`src/rtl/simple_adapter_split.sv`:
```
`default_nettype none
// ============================================================================
// Module   : simple_adapter_split
// Purpose  : Width downsizer. Takes one wide word per handshake and emits it
//            as up to RATIO narrow beats, lowest lane first. A final word of
//            a packet may carry fewer valid lanes; only those are emitted.
// Revision : 1.0 - initial release
// ============================================================================
module simple_adapter_split #(
    parameter  int WIDTH_DOUT  = 16,
    parameter  int RATIO       = 8,
    localparam int WIDTH_DIN   = WIDTH_DOUT * RATIO,
    localparam int WIDTH_LANES = $clog2(RATIO + 1)
) (
    input  logic                   clk,
    input  logic                   rst,
    input  logic                   din_vld,
    output logic                   din_rdy,
    input  logic                   din_last,
    input  logic [WIDTH_LANES-1:0] din_lanes,
    input  logic [WIDTH_DIN-1:0]   din,
    output logic                   dout_vld,
    input  logic                   dout_rdy,
    output logic                   dout_last,
    output logic [WIDTH_DOUT-1:0]  dout
);

    typedef enum logic [0:0] {
        EMPTY = 1'b0,
        BUSY  = 1'b1
    } state_t;

    localparam logic [WIDTH_LANES-1:0] c_ratio = WIDTH_LANES'(RATIO);
    localparam logic [WIDTH_LANES-1:0] c_one   = WIDTH_LANES'(1);

    state_t                  r_state;
    state_t                  w_state_next;
    logic [WIDTH_DIN-1:0]    r_hold;
    logic [WIDTH_LANES-1:0]  r_idx;       // lane currently presented on dout
    logic [WIDTH_LANES-1:0]  r_cnt;       // number of lanes in the held word
    logic                    r_pkt_last;  // held word ends a packet
    logic [WIDTH_DOUT-1:0]   r_dout;
    logic                    r_dout_last;

    logic                    w_din_rdy;
    logic                    w_in_acc;
    logic                    w_out_acc;
    logic                    w_final;
    logic [WIDTH_LANES-1:0]  w_cnt_in;
    logic [WIDTH_LANES-1:0]  w_idx_next;
    logic [WIDTH_LANES-1:0]  w_hold_lane;
    logic [WIDTH_DOUT-1:0]   w_lane_next;

    // A lane count of zero or beyond RATIO is meaningless; treat it as a full word.
    assign w_cnt_in   = (din_last && (din_lanes != '0) && (din_lanes <= c_ratio)) ? din_lanes : c_ratio;
    assign w_idx_next = r_idx + c_one;
    assign w_final    = (r_state == BUSY) && (r_idx == (r_cnt - c_one));
    assign w_in_acc   = din_vld && w_din_rdy;
    assign w_out_acc  = dout_vld && dout_rdy;
    assign w_hold_lane = w_idx_next;

    // Next beat: lane 0 of a fresh word, otherwise the following lane of the held word.
    always_comb begin
        w_lane_next = din[WIDTH_DOUT-1:0];
        if (!w_in_acc) begin
            w_lane_next = '0;
            for (int i = 0; i < RATIO; i++) begin
                if (w_hold_lane == WIDTH_LANES'(i)) begin
                    w_lane_next = r_hold[i*WIDTH_DOUT +: WIDTH_DOUT];
                end
            end
        end
    end

    // State register.
    always_ff @(posedge clk) begin
        if (rst) begin
            r_state <= EMPTY;
        end else begin
            r_state <= w_state_next;
        end
    end

    // Next-state and input-ready: a new word is only taken once the last lane leaves.
    always_comb begin
        w_state_next = r_state;
        w_din_rdy    = 1'b0;
        case (r_state)
            EMPTY: begin
                w_din_rdy = 1'b1;
                if (din_vld) begin
                    w_state_next = BUSY;
                end
            end
            BUSY: begin
                w_din_rdy = w_final && dout_rdy;
                if (w_final && dout_rdy && !din_vld) begin
                    w_state_next = EMPTY;
                end
            end
            default: begin
                w_state_next = EMPTY;
            end
        endcase
        if (rst) begin
            w_din_rdy = 1'b0;
        end
    end

    // Datapath: capture words, step through lanes, register the output beat.
    always_ff @(posedge clk) begin
        if (rst) begin
            r_hold      <= '0;
            r_idx       <= '0;
            r_cnt       <= '0;
            r_pkt_last  <= 1'b0;
            r_dout      <= '0;
            r_dout_last <= 1'b0;
        end else if (w_in_acc) begin
            r_hold      <= din;
            r_cnt       <= w_cnt_in;
            r_idx       <= '0;
            r_pkt_last  <= din_last;
            r_dout      <= w_lane_next;
            r_dout_last <= din_last && (w_cnt_in == c_one);
        end else if (w_out_acc && !w_final) begin
            r_idx       <= w_idx_next;
            r_dout      <= w_lane_next;
            r_dout_last <= r_pkt_last && (w_idx_next == (r_cnt - c_one));
        end else if (w_out_acc) begin
            r_dout_last <= 1'b0;
        end
    end

    assign din_rdy   = w_din_rdy;
    assign dout_vld  = (r_state == BUSY);
    assign dout_last = r_dout_last;
    assign dout      = r_dout;

endmodule
`default_nettype wire

```
`config.mk`:
```
export PLATFORM = sky130hd
export DESIGN_NAME = simple_adapter_split
export DESIGN_NICKNAME = d
export VERILOG_FILES = /design/src/rtl/simple_adapter_split.sv
export SDC_FILE = /design/constraint.sdc
export NUM_CORES = 1
export LEC_CHECK = 0
export BUFFER_PORTS_ARGS = -buffer_cell sky130_fd_sc_hd__clkbuf_2
export CORE_MARGIN = 2
export CORE_UTILIZATION = 40
export DETAILED_ROUTE_END_ITERATION = 8
export GPL_TIMING_DRIVEN = 1
export PLACE_DENSITY = 0.6
export SYNTH_ARGS = -nofsm -noshare
export SYNTH_HDL_FRONTEND = slang
export SYNTH_SLANG_ARGS = --single-unit
export TNS_END_PERCENT = 30
```
`constraint.sdc`:
```
create_clock -name clk -period 2.8 [get_ports clk]
set_input_delay 0.84 -clock clk [delete_from_list [all_inputs] [get_ports clk]]
set_output_delay 0.84 -clock clk [all_outputs]
set_load 0.1 [all_outputs]
```
# ---- Yosys cells after proc, flatten, opt, wreduce, memory -nomap -nowiden
# Cells that the tools add are included.
dict set report totals {
  register_bits 155
  latch_bits 0
  ramBits 0
  romBits 0
  in_bits 137
  output_inout_bits 19
  wordCells 58
  memories 0
}
dict set report op_classes {
  n_addsub 2
  mul 0
  n_div 0
  order_cmp 1
  n_eq_ne 10
  shifts 0
  mux 20
  n_bitwise 1
  n_reduce_logical 17
}
# op count
set op_table {}
lappend op_table {{16-bit 2-to-1 mux} 11}
lappend op_table {{4-bit by 3-bit equality test with 1-bit output (second input constant)} 4}
lappend op_table {{1-bit logical AND} 10}
lappend op_table {{4-bit by 1-bit equality test with 1-bit output (second input constant)} 2}
lappend op_table {{4-bit by 2-bit equality test with 1-bit output (second input constant)} 2}
lappend op_table {{4-bit equality test} 2}
lappend op_table {{1-bit 2-to-1 mux} 6}
lappend op_table {{4-bit by 1-bit adder with 4-bit output (second input constant)} 1}
lappend op_table {{4-bit less-or-equal comparator (second input constant)} 1}
lappend op_table {{4-bit zero test} 1}
lappend op_table {{4-bit 2-to-1 mux} 1}
lappend op_table {{1-bit one-hot mux with 2 select lines} 2}
lappend op_table {{4-bit nonzero test} 1}
lappend op_table {{4-bit by 1-bit subtractor with 4-bit output (second input constant)} 1}
lappend op_table {{3-bit nonzero test} 1}
lappend op_table {{1-bit zero test} 2}
lappend op_table {{2-bit nonzero test} 1}
lappend op_table {{2-bit OR reduction} 1}
lappend op_table {{1-bit NOT} 1}

# ---- Longest topological paths before layout
# Gate-level depths: netlist of run 1.
dict set report depth {
  depth_word 13
  mapped_depth 10
  depth_no_buf 8
}

# ---- Least setup slack after synthesis of run 1
# Ideal clock, no wire load.
dict set report synth_path {
  kind {register -> output}
  startpoint {reg r_state (netlist: dout_vld)}
  endpoint {out din_rdy}
  arrival_time_ns 2.847
  t_required_ns 1.960
  slack_ns -0.887
  stages_incl_launch_ff 4
  n_path_buf 0
  path_cell_list {dfxtp_1 -> and4_4 -> a31oi_2 -> nor2_1}
}
dict set report synth_between {
  elab_chain_cells 4
  elab_cells_between_ends 5
  cone_classes {mux (2); bitwise (1); reduce/logical (2)}
}
# element line
set synth_lines {}
lappend synth_lines {{from (decl)} 36} ;# state_t r_state;
lappend synth_lines {{from (signal assigned)} 80} ;# r_state <= w_state_next;
lappend synth_lines {{1-bit logical AND} 57} ;# assign w_final = (r_state == BUSY) && (r_idx == (r_cnt - c_one));
lappend synth_lines {{1-bit logical AND} 96} ;# w_din_rdy = w_final && dout_rdy;
lappend synth_lines {{1-bit one-hot mux with 2 select lines (*)} 88} ;# case (r_state)
lappend synth_lines {{1-bit 2-to-1 mux (*)} 105} ;# if (rst) begin
lappend synth_lines {{to (decl)} 18} ;# output logic din_rdy,
# Mark *: on every way between the ends. The rest lies on a longest branch, timed or not.

# ---- Final worst setup path of run 1
dict set report layout_path {
  startpoint {reg r_cnt[0]}
  endpoint {out din_rdy}
}
dict set report layout_between {
  elab_chain_cells 6
}
# element line
set layout_lines {}
lappend layout_lines {{from (decl)} 40} ;# logic [WIDTH_LANES-1:0] r_cnt;
lappend layout_lines {{from (signal assigned)} 121} ;# r_cnt <= w_cnt_in;
lappend layout_lines {{4-bit by 1-bit subtractor with 4-bit output} 57}
lappend layout_lines {{4-bit equality test} 57}
lappend layout_lines {{1-bit logical AND} 57}
lappend layout_lines {{1-bit logical AND} 96}
lappend layout_lines {{1-bit one-hot mux with 2 select lines} 88}
lappend layout_lines {{1-bit 2-to-1 mux} 105}
# Every way passes these cells.

==> results.ini, run 1 <==
[run_status]
status = complete, no violations

[yosys]
netlist_instances = 953
synth_top_area_share_pct = 42.6
synth_area_um2 = 7280
ys_seq_elements = 155
syn_avg_cell_area_um2 = 7.64
ys.flop_type = dfxtp_1
yosysWarnings = 0
synth_area_leaders = dfxtp_1 43%, nand2_1 15%, a21oi_1 10%
synthArstFlopShare_pct = 0
ys_seq_area_share_pct = 42.6
synth.distinct_cells = 44
synth_fp_nets = 1096
post-synth-top-area-cell = dfxtp_1
synth_edf_count = 0

[timing]
fin_crit_sh_pct = 98.9
setup_viol_count_final = 0
slew_headroom_pct = 44.9
post-route-min-period_ns = 2.77
rsz0062_at_grt = yes
whs_ns = 0.447
fmax_mhz = 361
fin_tns_setup_ns = 0
final_max_slew_viol_count = 0
clock_skew_ns = 0.0124
worstMarginPinSlew_ns = 0.826
hold_viol = 0

[finish]
final_nets = 1225
synthToLayoutAreaGrowth_pct = 21.7
layout-drive-gt1-share_pct = 22.0
nFillCells = 1857
n_antenna_cell = 0
utilization_pct = 49.5
finalNonFillerCells = 1324

[clock_tree]
cts_inserted_buffers = 17
cts_sinks = 155
clk_pin_slew_ns = 0.06
clk_path_buf_depth = 2
clock_latency_ns = 0.43
cts_tree = built
cts_root_buffer = clkbuf_16
htreeDepth = 4

[grt]
grt_pass1_vias = 6482
grt_pass1_wl_mm = 35.0
grt_max_degree = 156
track_usage_pct = 23.1
antenna_found_initial = 0
overflow = 0

[setup_path]
crit_type = reg2out
cpPeakStageDelay_ns = 0.37
crit_chain = inv_2 -> ha_4 -> xor2_1 -> and4_4 -> a31oi_4 -> nor2_4 -> buf_12
rrSetupSlack_ns = 0.33
path_delay_family = flip-flops
r2r-end = r_hold[117]
crit_required_ns = 1.96
r2r-start = r_cnt[2]
cp.arrival_ns = 1.93
worst_path_max_delay_cell = dfxtp_4
start_kind = flip-flop
crit_buf_inv = 2
crit_path_end_kind = primary output
cp_max_fo = 4
reg2reg_depth = 9

[worst_hold_path]
min_from = r_hold[86]
hold_path.class = reg2reg
worst_hold_path.num_cells = 2
min_to = r_hold[86]

[floorplanning]
start_util_pct = 40.7
rows = 49
pin_count = 156
die_h_um = 139
dieArea_um2 = 19300
core_area_um2 = 17900
die_w_um = 139

[power_and_ir_drop]
peakVddDrop_v = 0.000467
power_density_nw_per_um2 = 620
total_power_w = 0.00549
p_leak_nw = 3.53

[place]
place_hpwl_mm = 16.0
placed_cells = 1287
port_buffers = 155
gp_congestion = 0.844

[routing]
via_per_inst = 5.20
drc_errors = 0
wire_per_inst_um = 16.9
ant_nets = 0
vias = 6879
drt_wl_total_mm = 22.4
dr.pass1.iters = 4
drtIter0Drc = 636

[flow_run]
drv_cap = 0

==> routing by layer <==
| metal | share of wire [%] | vias to the layer above | global-route usage (%) |
|---|---|---|---|
| li1 | - | 3508 | - |
| met1 | 46 | 3116 | 31.7 |
| met3 | 6.0 | 37 | 4.77 |
| met5 | 0 | - | 0 |
| met4 | 3.2 | 0 | 9.94 |
| met2 | 45 | 218 | 35.5 |
==> report_power, final <==
part	leakage (nW)	total (W)	switching (W)	internal, W
logic	1.99	0.000874	0.000575	0.000299
clock network	0.267	0.00219	0.000936	0.00125
registers	1.27	0.00243	0.0000912	0.00234
==> placed cells by master, fill, tap and decap left out, drive strengths merged, types with 2 or more instances in the layout <==
| master | n |
|---|---|
| o221ai | 16 |
| ha | 6 |
| xor2 | 4 |
| clkinvlp | 3 |
| dfxtp | 155 |
| and3 | 16 |
| inv | 27 |
| nor2b | 5 |
| a32oi | 16 |
| a21oi | 151 |
| a211oi | 17 |
| a211o | 16 |
| a31oi | 2 |
| clkinv | 6 |
| buf | 37 |
| nor3 | 24 |
| xnor2 | 6 |
| and2 | 2 |
| o31a | 16 |
| nand3 | 4 |
| nand2 | 300 |
| nor2 | 61 |
| clkbuf | 173 |
| o2bb2ai | 16 |
==> state kept, by name, summed over array words and instances (netlist names) <==
| signal | cells |
|---|---|
| r_pkt_last | 1 |
| dout_last | 1 |
| dout | 16 |
| r_idx | 4 |
| r_hold | 128 |
| r_cnt | 4 |
| dout_vld | 1 |
==> per-stage QoR <==
| step | instance area [µm²] | setup slack (ns) |
|---|---|---|
| floorplan | 7290 | 0.146 |
| global placement | 8200 | 0.246 |
| detailed placement | 8200 | 0.206 |
| CTS | 8840 | 0.00114 |
| global route | 8860 | -0.0423 |
| finish | 8860 | 0.0302 |
==> area by class of cell <==
cell class | count | area (µm²) | share of cell area [%]
sequential | 155 | 3110 | 35.1
timing repair buffer | 190 | 1130 | 12.8
multi-input combinational | 693 | 3680 | 41.5
clock inverter | 12 | 115 | 1.30
inverter | 25 | 93.8 | 1.06
tap | 229 | 287 | 3.23
clock buffer | 20 | 447 | 5.04
==> kinds of logic after synthesis <==
family          after synthesis  share of synthesized area (%)
buf+inv                     105                           7.73
flops                       155                           42.6
mux                           1                          0.138
simple gates                415                           22.9
xor+xnor                     11                           1.72
compound gates              260                           23.9
fa+ha+maj                     6                           1.03
==> synth_stat cells (2+ instances only) <==
| cell type | instances |
|---|---|
| a211o_1 | 16 |
| buf_1 | 5 |
| buf_2 | 9 |
| nand2_1 | 300 |
| o2bb2ai_1 | 16 |
| a211oi_1 | 17 |
| ha_1 | 6 |
| and2_1 | 2 |
| nor2_1 | 61 |
| a21oi_1 | 151 |
| nand3_1 | 4 |
| a32oi_1 | 16 |
| buf_6 | 13 |
| nor3_1 | 24 |
| dfxtp_1 | 155 |
| xnor2_1 | 5 |
| and3_1 | 16 |
| o31a_1 | 16 |
| buf_4 | 16 |
| nor2b_1 | 4 |
| clkbuf_1 | 37 |
| inv_1 | 25 |
| o221ai_1 | 16 |
| xor2_1 | 3 |
==> tightest hold or removal path, delay by kind of cell, from the launching register on <==
family | cells | cell delay (ns)
simple gates | 1 | 0.05
flops | 1 | 0.31
compound gates | 1 | 0.05
==> worst max path at each step <==
stage | startpoint | endpoint | slack [ns] | cells past startpoint
CTS | r_cnt[0] | din_rdy | 0.001 | 7
global placement | r_cnt[0] | din_rdy | 0.25 | 7
global route | r_cnt[0] | din_rdy | -0.04 | 7
detailed placement | r_cnt[0] | din_rdy | 0.21 | 7
floorplan | r_cnt[0] | din_rdy | 0.15 | 6
finish | r_cnt[0] | din_rdy | 0.03 | 7
==> timing repair <==
action                                  in CTS  in global routing
pin swaps                                    4                  4
hold buffers                                 0                  0
hold endpoints to repair                     0                  0
gates resized for setup                     11                  1
buffers inserted                             3                  2
endpoints found under the setup margin       1                  1
No activity file was read; power rests on OpenSTA's default activity.
==> inputs of run 2 (changes only) <==
- CELL_PAD_IN_SITES_DETAIL_PLACEMENT: unset -> 1
- CELL_PAD_IN_SITES_GLOBAL_PLACEMENT: unset -> 2
- CORE_UTILIZATION: 40 -> 31
- CTS_CLUSTER_SIZE: unset -> 8
- PLACE_DENSITY: 0.6 -> 0.78
==> results.ini, run 2 (synthesized netlist as in run 1, its figures left out) <==
[power_and_ir_drop]
intPower_w = 0.00388
seqPwrFrac_pct = 43.5
switching_share_pct = 30.7
p_leak_nw = 3.55
peakVddDrop_v = 0.000250
pwr-share-comb_pct = 16.1
switchingPower_w = 0.00172
p_clk_share_pct = 40.4
power_density_nw_per_um2 = 622

[finish]
layout_commonest_cell = nand2_1
multi_input_area_um2 = 3680
layout-drive-gt1-share_pct = 22.2
final_nets = 1225
largest-register = r_hold
n_antenna_cell = 0
synthToLayoutAreaGrowth_pct = 23.7
mostFrequentLayoutCells = 300 x nand2_1, 153 x clkbuf_2, 151 x a21oi_1
nFillCells = 2937
final_area_um2 = 9010
largest_reg_flops = 128
seqCellArea_um2 = 3110
finalNonFillerCells = 1414

[timing]
setup_viol_count_final = 0
fmax_mhz = 360
slew_headroom_pct = 45.3
post-route-min-period_ns = 2.78
fin_crit_sh_pct = 99.3
whs_ns = 0.448
fin_tns_setup_ns = 0
clock_skew_ns = 0.00773
final_max_slew_viol_count = 0
rsz0062_at_grt = yes
hold_viol = 0
worstMarginPinSlew_ns = 0.820

[routing]
drt_wl_total_mm = 25.7
ant_nets = 0
wire_per_inst_um = 18.2
drc_errors = 0
dr.pass1.iters = 5
drtIter0Drc = 442
vias = 6902
via_per_inst = 4.88

[flow_run]
drv_cap = 0

[grt]
grt_pass1_wl_mm = 38.8
track_usage_pct = 20.8
grt_pass1_vias = 6899
antenna_found_initial = 0
grt_max_degree = 156
overflow = 0

[floorplanning]
rows = 56
start_util_pct = 31.3
dieArea_um2 = 24700
core_area_um2 = 23300
die_w_um = 157
die_h_um = 157
pin_count = 156

[setup_path]
crit_type = reg2out
timing.critical_path.to = din_rdy
r2r-end = dout[11]
crit_path_end_kind = primary output
start_kind = flip-flop
crit_required_ns = 1.96
path_depth = 7
reg2reg_depth = 8
cp_max_fo = 4
crit_buf_inv = 2
worst_path_max_delay_cell = dfxtp_4
crit_chain = inv_4 -> ha_4 -> xor2_1 -> and4_4 -> a31oi_4 -> nor2_4 -> buf_12
r2r-start = r_idx[1]
crit_start = r_cnt[0]
cp.arrival_ns = 1.94
path_delay_family = simple AND/OR/NAND/NOR gates
rrSetupSlack_ns = 0.21
cpPeakStageDelay_ns = 0.38

[clock_tree]
cts_sinks = 155
cts_inserted_buffers = 17
cts-hold-fix-buffers = 0
clock_latency_ns = 0.44
clk_path_buf_depth = 2
cts_root_buffer = clkbuf_16
clk_pin_slew_ns = 0.07
htreeDepth = 4
cts_tree = built

[place]
placed_area_um2 = 8330
place_hpwl_mm = 18.5
port_buffers = 155
placed_cells = 1375
gp_congestion = 0.823

[worst_hold_path]
hold_path.class = reg2reg

[run_status]
status = complete, no violations

## run 2: worst min-delay path by stage
stage,from,end,slack (ns),depth (start not counted)
3_5_place_dp,r_hold[93],r_hold[93],0.44,2
6_report,r_hold[93],r_hold[93],0.45,2
5_1_grt,r_hold[85],r_hold[85],0.47,2
4_1_cts,r_hold[93],r_hold[93],0.45,2
3_3_place_gp,r_hold[94],r_hold[94],0.44,2
2_1_floorplan,r_hold[80],r_hold[80],0.43,2
## run 2: layout make-up
type	instances	share of cell area, %
clock buffer	18	4.77
clock inverter	14	1.50
inverter	25	1.07
multi-input combinational	693	40.8
sequential	155	34.6
tap	319	4.43
timing repair buffer	190	12.8
## run 2: power by group through the flow
stage | combinational, W | clock, W | sequential [W]
finish | 0.000902 | 0.00226 | 0.00243
global route | 0.000981 | 0.00240 | 0.00245
floorplan | 0.000455 | 0 | 0.00261
CTS | 0.000902 | 0.00231 | 0.00244
global placement | 0.000883 | 0 | 0.00248
detailed placement | 0.000888 | 0 | 0.00248
## run 2: tightest hold or removal path, stage by stage (launching register included)
cell and delay [ns]:
dfxtp_1 0.31, nand2_1 0.05, a21oi_1 0.05
## run 2: timing repair
action | 4_1_cts | 5_1_grt
buffers inserted | 3 | 4
hold endpoints to repair | 0 | 0
pin swaps | 3 | 4
resized for setup | 9 | 6
endpoints found under the setup margin | 1 | 1
## run 2: layer usage
metal	vias to the layer above	GRT usage [%]	share of wire [%]
li1	3502	-	-
met1	3204	27.9	48
met2	164	33.3	46
met3	32	4.57	4.6
met4	0	6.80	2.2
met5	-	0	0
## run 2: metrics by stage
| step | util (%) | total power [W] | setup slack (ns) |
|---|---|---|---|
| after floorplan | - | 0.00306 | 0.146 |
| after global placement | 35.8 | 0.00337 | 0.218 |
| after detailed placement | 35.8 | 0.00337 | 0.196 |
| after CTS | 38.5 | 0.00565 | -0.0261 |
| after global routing | 38.7 | 0.00583 | -0.0529 |
| final | 38.7 | 0.00560 | 0.0201 |
